==> src/rtl/motor_trigger_monitor_pkg.sv <==
// Shared constants for the motor trigger monitor: frequency codes, expected
// trigger periods at 100 MHz, code-to-period lookup and FSM state encoding.
package motor_trig_pkg;

  localparam logic [3:0] FREQ_128HZ  = 4'd0;
  localparam logic [3:0] FREQ_256HZ  = 4'd1;
  localparam logic [3:0] FREQ_512HZ  = 4'd2;
  localparam logic [3:0] FREQ_1024HZ = 4'd3;

  localparam logic [31:0] PER_128HZ  = 32'd781250;
  localparam logic [31:0] PER_256HZ  = 32'd390625;
  localparam logic [31:0] PER_512HZ  = 32'd195312;
  localparam logic [31:0] PER_1024HZ = 32'd97656;

  // Unlisted codes fall back to the slowest rate.
  function automatic logic [31:0] period_for_code(input logic [3:0] code);
    case (code)
      FREQ_128HZ:  return PER_128HZ;
      FREQ_256HZ:  return PER_256HZ;
      FREQ_512HZ:  return PER_512HZ;
      FREQ_1024HZ: return PER_1024HZ;
      default:     return PER_128HZ;
    endcase
  endfunction

  typedef enum logic [1:0] {
    ST_IDLE   = 2'd0,
    ST_HUNT   = 2'd1,
    ST_TRACK  = 2'd2,
    ST_LOCKED = 2'd3
  } trig_state_t;

endpackage

==> src/rtl/motor_trigger_monitor_cnt.sv <==
// Trigger rising-edge detect plus elapsed-cycle counter since the last
// accepted edge, with timeout compare and saturation.
module trig_interval_counter (
  input  logic        clk_i,
  input  logic        rst_i,
  input  logic        trig_i,
  input  logic        restart_i,
  input  logic        arm_i,
  input  logic [31:0] limit_i,
  output logic        edge_o,
  output logic [31:0] elapsed_o,
  output logic        timeout_o
);

  logic        trig_q;
  logic [31:0] cnt_q, cnt_d;

  assign edge_o    = trig_i & ~trig_q;
  assign elapsed_o = cnt_q;
  assign timeout_o = arm_i & (cnt_q == limit_i);

  // Counter reads 1 the cycle after a restart, so at the next edge it equals
  // the edge-to-edge distance. A timeout parks it at all-ones.
  always_comb begin
    cnt_d = cnt_q;
    if (restart_i)
      cnt_d = 32'd1;
    else if (timeout_o)
      cnt_d = '1;
    else if (cnt_q != '1)
      cnt_d = cnt_q + 32'd1;
  end

  always_ff @(posedge clk_i) begin
    if (rst_i) begin
      trig_q <= 1'b0;
      cnt_q  <= '0;
    end else begin
      trig_q <= trig_i;
      cnt_q  <= cnt_d;
    end
  end

endmodule

==> src/rtl/motor_trigger_monitor.sv <==
// Motor PID trigger monitor: qualifies trigger edges against the selected
// rate, tracks lock and counts early/missing triggers. Define
// TRIG_PERIOD_STAT_EN to enable min/max period statistics.
module motor_trigger_monitor
  import motor_trig_pkg::*;
#(
  parameter real         TCQ      = 0.1,
  parameter int unsigned TOL_CYC  = 64,
  parameter int unsigned LOCK_CNT = 4
) (
  input  logic        clk_i,
  input  logic        rst_i,
  input  logic        monitor_en_i,
  input  logic [3:0]  motor_freq_i,
  input  logic        motor_trigger_i,
  input  logic        clr_i,
  output logic        motor_sample_o,
  output logic [31:0] trig_period_o,
  output logic        trig_period_vld_o,
  output logic        trig_lock_o,
  output logic        trig_err_o,
  output logic [15:0] trig_early_cnt_o,
  output logic [15:0] trig_miss_cnt_o,
  output logic [31:0] trig_period_min_o,
  output logic [31:0] trig_period_max_o
);

  // TCQ stays as an accepted override; registers here carry no delay.
  if (TCQ < 0.0) begin : g_tcq_negative
  end

  trig_state_t state_q, state_d;
  logic [3:0]  freq_q;
  logic [7:0]  run_q, run_d, run_inc;
  logic        smp_q, smp_d, vld_q, vld_d, err_q, err_d;
  logic [31:0] period_q, period_d;
  logic [15:0] early_q, early_d, miss_q, miss_d;
  logic        early_inc, miss_inc, restart;
  logic        trig_edge, timeout, armed, freq_chg, is_early;
  logic [31:0] elapsed, exp_per, lo_lim, tmo_lim;

  assign exp_per  = period_for_code(freq_q);
  assign lo_lim   = exp_per - 32'(TOL_CYC);
  assign tmo_lim  = exp_per + 32'(TOL_CYC) + 32'd1;
  assign is_early = elapsed < lo_lim;
  assign freq_chg = motor_freq_i != freq_q;
  assign armed    = (state_q == ST_TRACK) || (state_q == ST_LOCKED);
  assign run_inc  = run_q + 8'd1;

  trig_interval_counter u_interval (
    .clk_i     (clk_i),
    .rst_i     (rst_i),
    .trig_i    (motor_trigger_i),
    .restart_i (restart),
    .arm_i     (armed),
    .limit_i   (tmo_lim),
    .edge_o    (trig_edge),
    .elapsed_o (elapsed),
    .timeout_o (timeout)
  );

  always_comb begin
    state_d   = state_q;
    run_d     = run_q;
    smp_d     = 1'b0;
    vld_d     = 1'b0;
    err_d     = 1'b0;
    period_d  = period_q;
    early_inc = 1'b0;
    miss_inc  = 1'b0;
    restart   = 1'b0;
    if (!monitor_en_i) begin
      state_d = ST_IDLE;
    end else if (state_q == ST_IDLE) begin
      state_d = ST_HUNT;
    end else begin
      smp_d = trig_edge;
      // A rate change discards the measurement even if an edge coincides.
      if (freq_chg) begin
        state_d = ST_HUNT;
      end else begin
        case (state_q)
          ST_HUNT: begin
            if (trig_edge) begin
              restart = 1'b1;
              run_d   = '0;
              state_d = ST_TRACK;
            end
          end
          ST_TRACK, ST_LOCKED: begin
            if (timeout) begin
              miss_inc = 1'b1;
              err_d    = 1'b1;
              state_d  = ST_HUNT;
            end else if (trig_edge) begin
              restart  = 1'b1;
              vld_d    = 1'b1;
              period_d = elapsed;
              if (is_early) begin
                early_inc = 1'b1;
                err_d     = 1'b1;
                run_d     = '0;
                state_d   = ST_TRACK;
              end else if (state_q == ST_TRACK) begin
                run_d = run_inc;
                if (32'(run_inc) >= LOCK_CNT)
                  state_d = ST_LOCKED;
              end
            end
          end
          default: state_d = ST_IDLE;
        endcase
      end
    end
  end

  always_comb begin
    early_d = early_q;
    miss_d  = miss_q;
    if (clr_i) begin
      early_d = '0;
      miss_d  = '0;
    end else begin
      if (early_inc && early_q != '1) early_d = early_q + 16'd1;
      if (miss_inc && miss_q != '1)   miss_d  = miss_q + 16'd1;
    end
  end

  always_ff @(posedge clk_i) begin
    if (rst_i) begin
      state_q  <= ST_IDLE;
      freq_q   <= '0;
      run_q    <= '0;
      smp_q    <= 1'b0;
      vld_q    <= 1'b0;
      err_q    <= 1'b0;
      period_q <= '0;
      early_q  <= '0;
      miss_q   <= '0;
    end else begin
      state_q  <= state_d;
      freq_q   <= motor_freq_i;
      run_q    <= run_d;
      smp_q    <= smp_d;
      vld_q    <= vld_d;
      err_q    <= err_d;
      period_q <= period_d;
      early_q  <= early_d;
      miss_q   <= miss_d;
    end
  end

  assign motor_sample_o    = smp_q;
  assign trig_period_o     = period_q;
  assign trig_period_vld_o = vld_q;
  assign trig_lock_o       = (state_q == ST_LOCKED);
  assign trig_err_o        = err_q;
  assign trig_early_cnt_o  = early_q;
  assign trig_miss_cnt_o   = miss_q;

`ifdef TRIG_PERIOD_STAT_EN
  logic        seen_q, seen_d;
  logic [31:0] min_q, min_d, max_q, max_d;

  always_comb begin
    seen_d = seen_q;
    min_d  = min_q;
    max_d  = max_q;
    if (clr_i) begin
      seen_d = 1'b0;
      min_d  = '1;
      max_d  = '0;
    end else if (vld_d) begin
      seen_d = 1'b1;
      if (elapsed < min_q) min_d = elapsed;
      if (elapsed > max_q) max_d = elapsed;
    end
  end

  always_ff @(posedge clk_i) begin
    if (rst_i) begin
      seen_q <= 1'b0;
      min_q  <= '1;
      max_q  <= '0;
    end else begin
      seen_q <= seen_d;
      min_q  <= min_d;
      max_q  <= max_d;
    end
  end

  // Outputs read zero until the first valid sample after reset or clear.
  assign trig_period_min_o = seen_q ? min_q : '0;
  assign trig_period_max_o = seen_q ? max_q : '0;
`else
  assign trig_period_min_o = '0;
  assign trig_period_max_o = '0;
`endif

endmodule
==> config.mk <==
export PLATFORM = sky130hd
export DESIGN_NAME = motor_trigger_monitor
export DESIGN_NICKNAME = d
export VERILOG_FILES = /design/src/rtl/motor_trigger_monitor_pkg.sv /design/src/rtl/motor_trigger_monitor_cnt.sv /design/src/rtl/motor_trigger_monitor.sv
export SDC_FILE = /design/constraint.sdc
export NUM_CORES = 1
export LEC_CHECK = 0
export ABC_AREA = 1
export ABC_CLOCK_PERIOD_IN_PS = 2540
export BUFFER_PORTS_ARGS = -buffer_cell sky130_fd_sc_hd__buf_2
export CAP_MARGIN = 40
export CORE_MARGIN = 4
export CORE_UTILIZATION = 51
export CTS_CLUSTER_SIZE = 24
export DETAILED_ROUTE_END_ITERATION = 7
export PLACE_DENSITY = 0.75
export SLEW_MARGIN = 0
export SYNTH_ARGS = -nofsm -noshare
export SYNTH_HDL_FRONTEND = slang
export SYNTH_SLANG_ARGS = --single-unit
==> constraint.sdc <==
create_clock -name clk_i -period 2.54 [get_ports clk_i]
set_input_delay 0 -clock clk_i [delete_from_list [all_inputs] [get_ports clk_i]]
set_output_delay 0 -clock clk_i [all_outputs]
set_load 0.1 [all_outputs]
# Word level (Yosys, flattened, before mapping)
# Cells that the tools add are included.
# word_totals
ff_bits,114
inputBits,9
# op_classes
n_mux,38
eq_ne,22
n_bitwise,8
add_sub_neg,7
reduce_logical,18
n_lt_le_gt_ge,2
# op_table
operator,n
$add A32 B1 Y32 const B,2
$mux W32,2
$pmux W20 S3,1
$mux W8,5
$add A16 B1 Y16 const B,2
$add A32 B7 Y32 const B,1
$eq A32 B32 Y1,1
$lt A32 B32 Y1,1
$ne A16 B16 Y1 const B,2
$ne A32 B32 Y1 const B,1
$sub A32 B7 Y32 const B,1
$mux W1,21
$pmux W8 S2,1
$mux W2,6
$ne A4 B4 Y1 const B,3
$ne A6 B6 Y1 const B,2
$add A8 B1 Y8 const B,1
$eq A4 B2 Y1 const B,2
$ge A8 B3 Y1 const B,1
$reduce_and A4 Y1,2
$reduce_and A8 Y1,1
$reduce_or A2 Y1,4
$ne A2 B2 Y1 const B,3
$ne A3 B3 Y1 const B,2
18 further kinds,27

# Longest topological paths before layout
# Gate-level depths: netlist (run 1).
# depth
depth_word,12
mapped_depth,23
depth_no_buf,22

# Hierarchy
# A second synthesis (run 1) with hierarchy kept.
# unflattened
cells_unflattened,1191
hier_area_um2,7519.7
# modules_own_cells
mod,cells_per_inst,area_each_um2,instances
motor_trigger_monitor,665,4650.7,1
trig_interval_counter,526,2869.0,1

# Worst setup path after synthesis (run 1)
# Ideal clock, no wire load.
# synth_timing
path_type,reg-to-reg
start,reg early_q[0] (netlist: trig_early_cnt_o[0])
end,reg early_q[7] (netlist: trig_early_cnt_o[7])
synth_period_minus_slack_ps,2837
setup_ps,113
stages_incl_launch_ff,14
path_slack_ps,-297
arrival_ps,2724
path_cell_list,dfxtp_1 ha_1 nand2_1 nor3_2 inv_1 nor4_1 nand2_1 nor2_1 nand2_1 buf_2 nand3_1 nand2_1 nand2_1 nor2_1
# synth_between
elab_chain_len,2
# synth_lines
item,line_no,rtl
from (decl),motor_trigger_monitor.sv:37,"logic [15:0] early_q, early_d, miss_q, miss_d;"
from (signal assigned),motor_trigger_monitor.sv:148,early_q <= early_d;
"parallel branches: the longest is 2 deep, another holds $add A16 B1 Y16",--,
# Several ways; the timed one is not identified.
# A chain may end at the register's enable or synchronous reset.

# Worst setup path in the final report (run 1)
# layout_timing
start,reg freq_q[2]
end,reg u_interval.cnt_q[16] (netlist: u_interval.elapsed_o[16])
# layout_between
elab_chain_len,12
# layout_lines
item,line_no,rtl
from (decl),motor_trigger_monitor.sv:33,logic [3:0] freq_q;
from (signal assigned),motor_trigger_monitor.sv:142,freq_q <= motor_freq_i;
$eq A4 B2 Y1 / $eq A4 B1 Y1 (equally long branches),motor_trigger_monitor_pkg.sv:17,case (code)
$pmux W20 S3,motor_trigger_monitor_pkg.sv:17,
$add A32 B7 Y32,motor_trigger_monitor.sv:44,assign tmo_lim = exp_per + 32'(TOL_CYC) + 32'd1;
$add A32 B1 Y32,motor_trigger_monitor.sv:44,
$eq A32 B32 Y1,motor_trigger_monitor_cnt.sv:20,assign timeout_o = arm_i & (cnt_q == limit_i);
$and A1 B1 Y1,motor_trigger_monitor_cnt.sv:20,
$mux W1,motor_trigger_monitor.sv:91,if (timeout) begin
$pmux W1 S2,motor_trigger_monitor.sv:82,case (state_q)
$mux W1,motor_trigger_monitor.sv:79,if (freq_chg) begin
$mux W1,motor_trigger_monitor.sv:74,end else if (state_q == ST_IDLE) begin
$mux W1,motor_trigger_monitor.sv:72,if (!monitor_en_i) begin
$reduce_or A2 Y1 (no line),--,
to (signal assigned),motor_trigger_monitor_cnt.sv:40,cnt_q <= cnt_d;
to (decl),motor_trigger_monitor_cnt.sv:16,"logic [31:0] cnt_q, cnt_d;"
# Parallel ways exist; a longest one is shown, timed or not.

==> results.json, run 1 <==
{
  "hold_start": "clr_i",
  "antenna_found_initial": 0,
  "critical_path_arrival_ns": 2.94,
  "violations": "negative setup slack",
  "drc": 0,
  "grt_pass1_wl_um": 31530,
  "first_iter_violations": 669,
  "timing.hold.ws_ns": 0.01430,
  "status": "finished, violations left",
  "synth-seq-area-share": 0.3092,
  "fillers": 1175,
  "top_usage_layer": "met2",
  "rr_startpoint": "freq_q[2]",
  "die_y_um": 128.3,
  "synthMuxAreaShare": 0,
  "rsz0062_at_grt": "yes",
  "grt_pass1_vias": 6637,
  "die_x_um": 128.3,
  "synth_common_cells": "nand2_1 (226), nor2_1 (150), inv_1 (129)",
  "syn_area_mm2": 0.007381,
  "ioPinCount": 141,
  "crit_start": "freq_q[2]",
  "clock_path_buffers": 2,
  "synth-xor-area-share": 0.03679,
  "dieArea_mm2": 0.01646,
  "io_buffers": 76,
  "grt_overflow": 0,
  "stdcell_count": 1429,
  "end_kind": "flop",
  "cp-start-kind": "flop",
  "first_pass_iters": 7,
  "path_clk_slew_ns": 0.06,
  "cts_tree": "done",
  "final_layout_size_suffix_gt1_frac": 0.2564,
  "synthCells": 1097,
  "finalSetupTns_ns": -0.1022,
  "synth_top_cell_by_area": "dfxtp_1",
  "max-vdd-ir-drop_mv": 0.5068,
  "synth-edff-count": 0,
  "wl_per_cell_um": 15.09,
  "rows": 43,
  "gp_congestion": 0.9940,
  "synth_area_leaders": "dfxtp_1 (31%), nand2_1 (11%), nor2_1 (7.6%), buf_4 (6.7%), inv_1 (6.6%)",
  "synthToLayoutAreaGrowth_pct": 28.06,
  "h-tree-depth": 4,
  "yosysUniqueCellTypes": 47,
  "async_reset_ff_frac": 0,
  "hold_viol": 0,
  "max_slew_margin": 0.5304,
  "period_share": 1.011,
  "detail-route-antenna-nets": 0,
  "grt_max_degree": 59,
  "post-route-util": 0.6731,
  "dp.cells": 1362,
  "critPathMaxFanout": 7,
  "worst-setup-path-type": "reg -> reg",
  "synth_most_common_cell": "nand2_1",
  "worst_pin_slew_ns": 0.6990,
  "via_per_inst": 5.348,
  "timing.final.ws_setup_ns": -0.02728,
  "min_path_type": "in -> reg",
  "grtUsageMet2": 0.3619,
  "setup_viol": 12,
  "clock.fmax_mhz": 389.5,
  "root_buffer": "clkbuf_16",
  "maxCapViolCount": 0,
  "place_hpwl_um": 14360,
  "min_period_ns": 2.567,
  "p_leak_nw": 4.271,
  "fin_nets": 1266,
  "place_area_mm2": 0.007874,
  "final_area_mm2": 0.009452,
  "grt_util_all_layers": 0.2352,
  "p_per_area_mw_per_mm2": 545.9,
  "worstSkewPairLatency_ns": 0.42,
  "ys.warnings.count": 0,
  "synthAdderAreaFrac": 0.03729,
  "synth_top_area_frac": 0.3092,
  "ys.flop_type": "dfxtp_1",
  "synth_top_family_by_area": "simple AND/OR/NAND/NOR gates",
  "fp.coreArea_mm2": 0.01404,
  "slew_violations": 0,
  "wl_um": 21570,
  "cts_buffers": 17,
  "grt_use_met3": 0.05167,
  "met1_usage": 0.3159,
  "vias": 7643,
  "numClockSinks": 114,
  "avgSynthCellArea_um2": 6.728,
  "synth_simple_gate_area_share": 0.3575,
  "ys_ff_latch": 114,
  "crit_required_ns": 2.91,
  "start_util": 0.5256,
  "fin_skew_ns": 0.01121,
  "synth-compound-area-share": 0.09730
}
sequential cells by signal, indices dropped and copies added (netlist names):
| register | cells |
|---|---|
| run_q | 8 |
| u_interval.elapsed_o | 32 |
| u_interval.trig_q | 1 |
| trig_period_o | 32 |
| trig_err_o | 1 |
| motor_sample_o | 1 |
| trig_miss_cnt_o | 16 |
| state_q | 2 |
| freq_q | 4 |
| trig_early_cnt_o | 16 |
| trig_period_vld_o | 1 |
final cells by class:
| cell class | instances | area, um^2 | share of cell area |
|---|---|---|---|
| sequential | 114 | 2295 | 0.2428 |
| antenna | 1 | 2.502 | 0.0002648 |
| clock inverter | 11 | 175.2 | 0.01853 |
| inverter | 138 | 534.3 | 0.05653 |
| clock buffer | 21 | 470.5 | 0.04977 |
| multi-input combinational | 821 | 4672 | 0.4943 |
| timing repair inverter | 1 | 7.507 | 0.0007943 |
| timing repair buffer | 142 | 1070 | 0.1132 |
| tap | 180 | 225.2 | 0.02383 |
final timing paths:
check | endpoint | slack, ns | cells past startpoint
worst max-delay path | u_interval.elapsed_o[16] | -0.03 | 15
worst max register to register | u_interval.elapsed_o[16] | -0.03 | 15
worst min-delay path | trig_early_cnt_o[3] | 0.01 | 5
worst min register to register | trig_miss_cnt_o[0] | 0.47 | 1
power by group:
group | leakage [nW] | switching, mW | total [mW] | internal, mW
registers | 0.924 | 0.0134 | 1.81 | 1.80
logic | 3.04 | 0.594 | 0.721 | 0.127
clock network | 0.310 | 0.899 | 2.63 | 1.73
total | 4.27 | 1.51 | 5.16 | 3.65
cells in the final DEF, fill, tap and decap left out, types with 8 or more instances in the layout:
cell type / Yosys / routed
nand2_2: 12 / 23
a21oi_2: 0 / 9
buf_4: 66 / 38
nand2_4: 2 / 8
o21ai_2: 1 / 12
o21ai_1: 3 / 18
nor2_4: 8 / 17
nor2_1: 150 / 141
clkbuf_16: 0 / 22
inv_2: 7 / 14
nand2_1: 226 / 207
buf_2: 5 / 77
nor2_2: 5 / 8
conb_1: 1 / 64
a21oi_1: 54 / 45
nand3_1: 80 / 66
nor4_1: 9 / 9
nand3_2: 6 / 16
dfxtp_1: 114 / 104
xor2_1: 26 / 26
o21ai_0: 54 / 27
nand4_1: 25 / 25
dfxtp_2: 0 / 10
ha_1: 22 / 17
nor3_1: 30 / 30
dlygate4sd3_1: 1 / 10
inv_1: 129 / 119
repair_timing:
| action | 4_1_cts | 5_1_grt |
|---|---|---|
| hold endpoints to repair | 6 | 0 |
| buffers inserted | 4 | 8 |
| gates cloned | 1 | 11 |
| hold buffers | 10 | 0 |
| pin swaps | 5 | 39 |
| resized for setup | 17 | 143 |
| setup endpoints to repair | 64 | 106 |
worst max-delay path, cell delays in order (launching register included):
cell	delay, ns
dfxtp_2	0.33
nor2_4	0.16
clkbuf_16	0.17
o21ai_4	0.06
ha_4	0.29
nand2_4	0.05
or3_4	0.37
nor2_4	0.16
nand3_4	0.11
nor3_4	0.30
buf_6	0.16
buf_8	0.12
inv_8	0.05
nand3_1	0.07
nand2_2	0.06
inv_2	0.04
metal layers:
layer	up-vias	wire [um]
li1	3704	-
met1	3478	8907
met2	397	9940
met3	64	1939
met4	0	778
met5	-	0
through the flow:
stage          total power, mW  worst slack (ns)
5_1_grt                  5.301           -0.1892
3_5_place_dp             2.478           -0.1325
2_1_floorplan            2.489           0.02029
3_3_place_gp             2.476          -0.06472
4_1_cts                  5.102          0.003618
6_report                 5.159          -0.02728
logic make-up after synthesis:
family                   Yosys count
AND/OR/NAND/NOR                  569
buffers and inverters            229
AO/OA/AOI/OAI                    131
flip-flops                       114
XOR/XNOR                          31
adder cells (fa/ha/maj)           22
other                              1
(Power assumes the default switching activity.)
==> run 2, diff against run 1 <==
--- a/config.mk
+++ b/config.mk
@@ -14,7 +14,10 @@
 export CTS_CLUSTER_SIZE = 24
 export DETAILED_ROUTE_END_ITERATION = 7
 export PLACE_DENSITY = 0.75
+export REMOVE_ABC_BUFFERS = 1
+export SKIP_CTS_REPAIR_TIMING = 1
 export SLEW_MARGIN = 0
 export SYNTH_ARGS = -nofsm -noshare
 export SYNTH_HDL_FRONTEND = slang
+export SYNTH_HIERARCHICAL = 1
 export SYNTH_SLANG_ARGS = --single-unit
==> run 2 against run 1 <==
Net effect: critical path depth increased by 8; register-to-register slack got worse by 0.43 ns; via count is 6.6% higher; synthesized cell count increased by 8.6%; sequential cell count unchanged; utilization up 3.5 points; the run still ends with negative setup slack left; fmax decreased by 14%; cell area rose by 8.5%; highest routed layer unchanged; non-clock buffer count rose by 48; sequential share of layout area fell by 2.0 points; synthesized area grew 1.9%; clock skew decreased by 0.00089 ns.
==> results.json, run 2 <==
{
  "hold_viol": 0,
  "rows": 44,
  "rr_startpoint": "freq_q[2]",
  "critical_path_arrival_ns": 3.37,
  "max_slew_margin": 0.5399,
  "vias": 8150,
  "min_period_ns": 3.000,
  "synthToLayoutAreaGrowth_pct": 36.37,
  "path_clk_slew_ns": 0.06,
  "grt_util_all_layers": 0.2385,
  "root_buffer": "clkbuf_16",
  "ioPinCount": 141,
  "place_hpwl_um": 14890,
  "power_mw": 4.870,
  "antenna_found_initial": 0,
  "reg2regPathDepth": 23,
  "worst_pin_slew_ns": 0.6901,
  "grt_max_degree": 41,
  "maxCapViolCount": 0,
  "timing.final.ws_setup_ns": -0.4596,
  "numClockSinks": 114,
  "clock_path_buffers": 2,
  "cp-start-kind": "flop",
  "ys.flop_type": "dfxtp_1",
  "timing.hold.ws_ns": 0.02290,
  "synthCells": 1191,
  "gp_congestion": 0.9670,
  "hold_start": "monitor_en_i",
  "synth_most_common_cell": "nand2_1",
  "slew_violations": 0,
  "setup_viol": 106,
  "die_x_um": 129.4,
  "via_per_inst": 5.094,
  "synth-edff-count": 0,
  "p_per_area_mw_per_mm2": 474.9,
  "synth_area_leaders": "dfxtp_1 (30%), nand2_1 (14%), nor2_1 (11%), inv_1 (7.8%), buf_4 (6.6%)",
  "p_leak_nw": 4.984,
  "avgSynthCellArea_um2": 6.314,
  "grt_overflow": 0,
  "cts_buffers": 17,
  "fp.coreArea_mm2": 0.01448,
  "synth_top_cell_by_area": "dfxtp_1",
  "status": "finished, violations left",
  "crit_required_ns": 2.91,
  "final_cell_mix": "nand2_1 (258), nor2_1 (207), inv_1 (135)",
  "fillers": 1146,
  "num_antenna_cells": 0,
  "syn_area_mm2": 0.007520,
  "clock.fmax_mhz": 333.4,
  "final_common_cell": "nand2_1",
  "io_buffers": 76,
  "violations": "negative setup slack",
  "drc": 0,
  "yosysUniqueCellTypes": 46,
  "final_layout_size_suffix_gt1_frac": 0.2790,
  "wl_um": 23190,
  "fin_nets": 1433,
  "fin_skew_ns": 0.01032,
  "synth-seq-area-share": 0.3035,
  "ys_ff_latch": 114,
  "min_path_type": "in -> reg",
  "h-tree-depth": 4,
  "async_reset_ff_frac": 0,
  "first_iter_violations": 575,
  "path_cells": "nor2_4 -> inv_2 -> nor2_4 -> inv_2 -> nor2_4 -> inv_2 -> ha_4 -> xor2_2 -> inv_1 -> nand2_1 -> nand2_1 -> nor2_1 -> nand3_1 -> nor2_1 -> nand3_2 -> inv_2 -> nand2_4 -> inv_4 -> nand3_4 -> nor2_4 -> nand2_2 -> or3_1 -> a21oi_2",
  "worstSkewPairLatency_ns": 0.43,
  "rsz0062_at_grt": "yes",
  "period_share": 1.181,
  "grt_pass1_wl_um": 32280,
  "cts_tree": "done",
  "crit_start": "freq_q[2]",
  "ys.warnings.count": 6,
  "synth_common_cells": "nand2_1 (276), nor2_1 (230), inv_1 (156)",
  "crit_slowest_cell": "or3_1",
  "grt_pass1_vias": 6837,
  "die_y_um": 129.4,
  "first_pass_iters": 7,
  "detail-route-antenna-nets": 0,
  "max-vdd-ir-drop_mv": 0.4340,
  "synth_top_area_frac": 0.3035,
  "max_stage_delay_ns": 0.37,
  "critPathMaxFanout": 3,
  "dieArea_mm2": 0.01675,
  "wl_per_cell_um": 14.50,
  "worst-setup-path-type": "reg -> reg",
  "worstHoldPathCells": 3,
  "end_kind": "flop",
  "start_util": 0.5194
}
[run 2: changes by cell type after synthesis, moves of 13 or more]
cell / delta
xor2_1: -13
nor2_1: +80
a21oi_1: -16
inv_1: +27
nand2_1: +50
nor3_1: -17
[run 2: kinds of logic (layout without fill, tap and decap cells)]
family | Yosys count | in the layout | synth area share
buf+inv | 256 | 390 | 0.1662
simple gates | 664 | 664 | 0.3887
flops | 114 | 114 | 0.3035
fa+ha+maj | 21 | 21 | 0.03494
compound gates | 108 | 108 | 0.07538
xor+xnor | 26 | 26 | 0.03028
other cells | 2 | 93 | 0.0009987
[run 2: final timing paths]
check,slack (ns),to
setup / recovery,-0.46,trig_miss_cnt_o[14]
hold / removal,0.02,motor_sample_o
setup reg to reg,-0.46,trig_miss_cnt_o[14]
hold reg to reg,0.49,trig_period_o[25]
[run 2: area by class of cell]
| type | count | area [um^2] | share of cell area |
|---|---|---|---|
| inverter | 167 | 651.9 | 0.06357 |
| tap | 184 | 230.2 | 0.02245 |
| multi-input combinational | 912 | 4957 | 0.4834 |
| timing repair buffer | 190 | 1556 | 0.1518 |
| timing repair inverter | 1 | 11.26 | 0.001098 |
| clock buffer | 18 | 429.2 | 0.04185 |
| clock inverter | 14 | 132.6 | 0.01293 |
| sequential | 114 | 2286 | 0.2229 |
[run 2: critical path, delay by kind of cell, from the launching register on]
family | cells | cell delay (ns)
fa+ha+maj | 1 | 0.16
compound gates | 1 | 0.12
xor+xnor | 1 | 0.16
flops | 1 | 0.34
buf+inv | 6 | 0.45
simple gates | 14 | 1.72
[run 2: where the power goes]
group | switching [mW] | internal, mW | total [mW] | leakage [nW]
logic | 0.628 | 0.158 | 0.786 | 3.80
registers | 0.0142 | 1.80 | 1.81 | 0.921
clock network | 0.918 | 1.35 | 2.27 | 0.267
[run 2: stage by stage]
step	worst slack, ns	cell area (um^2)	setup TNS (ns)	utilization	cells
CTS	-0.5764	9015	-42.30	0.6226	1562
global route	-0.6520	10250	-56.08	0.7083	1600
floorplan	-1.302	7239	-101.70	-	1193
detailed placement	-0.5097	8453	-37.41	0.5838	1530
global placement	-0.3814	8453	-26.14	0.5838	1530
finish	-0.4596	10250	-37.11	0.7083	1600
[run 2: routing by layer]
layer | global-route usage | vias to the layer above | wire length [um]
li1 | - | 4007 | -
met1 | 0.3045 | 3707 | 9424
met2 | 0.3948 | 366 | 11280
met3 | 0.05936 | 70 | 1763
met4 | 0.08130 | 0 | 722
met5 | 0 | - | 0
==> run 3, diff against run 2 <==
--- a/config.mk
+++ b/config.mk
@@ -6,17 +6,16 @@
 export NUM_CORES = 1
 export LEC_CHECK = 0
 export ABC_AREA = 1
-export ABC_CLOCK_PERIOD_IN_PS = 2540
 export BUFFER_PORTS_ARGS = -buffer_cell sky130_fd_sc_hd__buf_2
 export CAP_MARGIN = 40
 export CORE_MARGIN = 4
-export CORE_UTILIZATION = 51
+export CORE_UTILIZATION = 61
 export CTS_CLUSTER_SIZE = 24
 export DETAILED_ROUTE_END_ITERATION = 7
-export PLACE_DENSITY = 0.75
+export PLACE_DENSITY = 0.85
 export REMOVE_ABC_BUFFERS = 1
 export SKIP_CTS_REPAIR_TIMING = 1
-export SLEW_MARGIN = 0
+export SLEW_MARGIN = 30
 export SYNTH_ARGS = -nofsm -noshare
 export SYNTH_HDL_FRONTEND = slang
 export SYNTH_HIERARCHICAL = 1
==> constraint.sdc (replaced) <==
create_clock -name clk_i -period 3.7 [get_ports clk_i]
set_input_delay 0 -clock clk_i [delete_from_list [all_inputs] [get_ports clk_i]]
set_output_delay 0 -clock clk_i [all_outputs]
set_load 0.1 [all_outputs]
==> run 3 against run 2 <==
Net effect: the run now ends clean; final cell count fell by 6.7%; clock power fell by 26%; sequential share of layout area rose by 4.0 points; global-route usage rose by 3.2 points; clock-buffer cell count rose by 5; via count fell by 6.7%; largest cell class unchanged.
==> results.json, run 3 (synthesis results as in run 2) <==
{
  "status": "completed",
  "fin_skew_ns": 0.009438,
  "stdcell_count": 1493,
  "final_common_cell": "nand2_1",
  "ff_latch_area_mm2": 0.002282,
  "drc": 0,
  "final_cell_mix": "nand2_1 (276), nor2_1 (230), inv_1 (154)",
  "crit_slowest_cell": "dfxtp_1",
  "period_share": 0.9147,
  "worstSkewPairLatency_ns": 0.42,
  "end_kind": "flop",
  "fp.coreArea_mm2": 0.01206,
  "synthToLayoutAreaGrowth_pct": 15.64,
  "final_layout_size_suffix_gt1_frac": 0.1245,
  "rr_startpoint": "freq_q[3]",
  "critPathMaxFanout": 8,
  "cp-start-kind": "flop",
  "maxCapViolCount": 0,
  "crit_required_ns": 4.04,
  "max_stage_delay_ns": 0.36,
  "die_x_um": 119.0,
  "crit_family": "simple AND/OR/NAND/NOR gates",
  "io_buffers": 76,
  "hold_viol": 0,
  "first_pass_iters": 8,
  "min_period_ns": 3.384,
  "first_iter_violations": 552,
  "dieArea_mm2": 0.01417,
  "root_buffer": "clkbuf_16",
  "finalSetupTns_ns": 0,
  "path_cells": "nor2_4 -> inv_1 -> nor2_1 -> inv_1 -> nor2_1 -> inv_1 -> ha_1 -> xor2_1 -> inv_1 -> nand2_1 -> nand2_1 -> nor2_1 -> nand3_1 -> nor2_1 -> nand3_1 -> inv_2 -> nand2_1 -> inv_2 -> nand3_4 -> nor2_4 -> nand2_2 -> or3_1 -> a21oi_1",
  "grt_overflow": 0,
  "max_slew_margin": 0.4643,
  "grt_util_all_layers": 0.2702,
  "grt_pass1_vias": 6741,
  "slew_violations": 0,
  "clock.fmax_mhz": 295.5,
  "max-vdd-ir-drop_mv": 0.2906,
  "h-tree-depth": 4,
  "cts_buffers": 17,
  "critical_path_arrival_ns": 3.73,
  "wl_um": 19620,
  "numClockSinks": 114,
  "worst-setup-path-type": "reg -> reg",
  "wl_per_cell_um": 13.14,
  "grt_pass1_wl_um": 31440,
  "p_leak_nw": 4.343,
  "rsz0062_at_grt": "no",
  "timing.final.ws_setup_ns": 0.3156,
  "hold_start": "clr_i",
  "grt_max_degree": 44,
  "via_per_inst": 5.095,
  "dp.cells": 1448,
  "p_per_area_mw_per_mm2": 387.4,
  "clock_path_buffers": 2,
  "detail-route-antenna-nets": 0,
  "crit_start": "freq_q[3]",
  "fillers": 997,
  "fin_nets": 1342,
  "gp_congestion": 1.005,
  "vias": 7607,
  "place_ws_ns": 0.2055,
  "multiInputGateArea_mm2": 0.004342,
  "antenna_found_initial": 0,
  "rows": 40,
  "critPathBufInv": 6,
  "setup_viol": 0,
  "min_path_type": "in -> reg",
  "cts_tree": "done",
  "ioPinCount": 141,
  "path_clk_slew_ns": 0.05,
  "place_hpwl_um": 13980,
  "num_antenna_cells": 0,
  "power_mw": 3.369,
  "worst_pin_slew_ns": 0.8006,
  "die_y_um": 119.0,
  "start_util": 0.6234
}
## run 3: worst paths after layout
| path | to | slack (ns) | cells past startpoint |
|---|---|---|---|
| worst max-delay path | trig_miss_cnt_o[14] | 0.32 | 23 |
| worst min-delay path | trig_miss_cnt_o[6] | 0.04 | 4 |
| worst max register to register | trig_miss_cnt_o[14] | 0.32 | 23 |
| worst min register to register | trig_miss_cnt_o[4] | 0.50 | 2 |
## run 3: final cells by class
class | instances | share of cell area
Clock buffer | 23 | 0.05496
Clock inverter | 9 | 0.01482
Inverter | 167 | 0.07281
Multi-Input combinational cell | 912 | 0.4993
Sequential cell | 114 | 0.2624
Tap cell | 168 | 0.02417
Timing Repair Buffer | 100 | 0.07151
## run 3: worst reg2reg max path, cell delays in order, from the launching register on
cell and delay [ns]:
dfxtp_1 0.36, nor2_4 0.20, inv_1 0.06, nor2_1 0.12, inv_1 0.10, nor2_1 0.13, inv_1 0.06, ha_1 0.20
xor2_1 0.21, inv_1 0.06, nand2_1 0.08, nand2_1 0.06, nor2_1 0.09, nand3_1 0.08, nor2_1 0.09, nand3_1 0.13
inv_2 0.14, nand2_1 0.10, inv_2 0.12, nand3_4 0.14, nor2_4 0.17, nand2_2 0.09, or3_1 0.35, a21oi_1 0.17
## run 3: where the power goes
group	switching, mW	total (mW)	internal (mW)
logic	0.390	0.453	0.0625
clock network	0.564	1.67	1.11
registers	0.00917	1.24	1.24
total	0.963	3.37	2.41
## run 3: metrics by stage
step                      area [um^2]  utilization  hold WS (ns)
after floorplan                  7239            -       0.07118
after global placement           7905       0.6554        0.2205
after detailed placement         7933       0.6577        0.2429
after CTS                        8539       0.7080       -0.2024
after global routing             8696       0.7210       0.06227
final                            8696       0.7210       0.03501
## run 3: routing by layer
| metal | global-route usage | part of all wire |
|---|---|---|
| met5 | 0 | 0 |
| met3 | 0.06695 | 0.077 |
| met1 | 0.3467 | 0.43 |
| met4 | 0.1093 | 0.025 |
| met2 | 0.4345 | 0.47 |
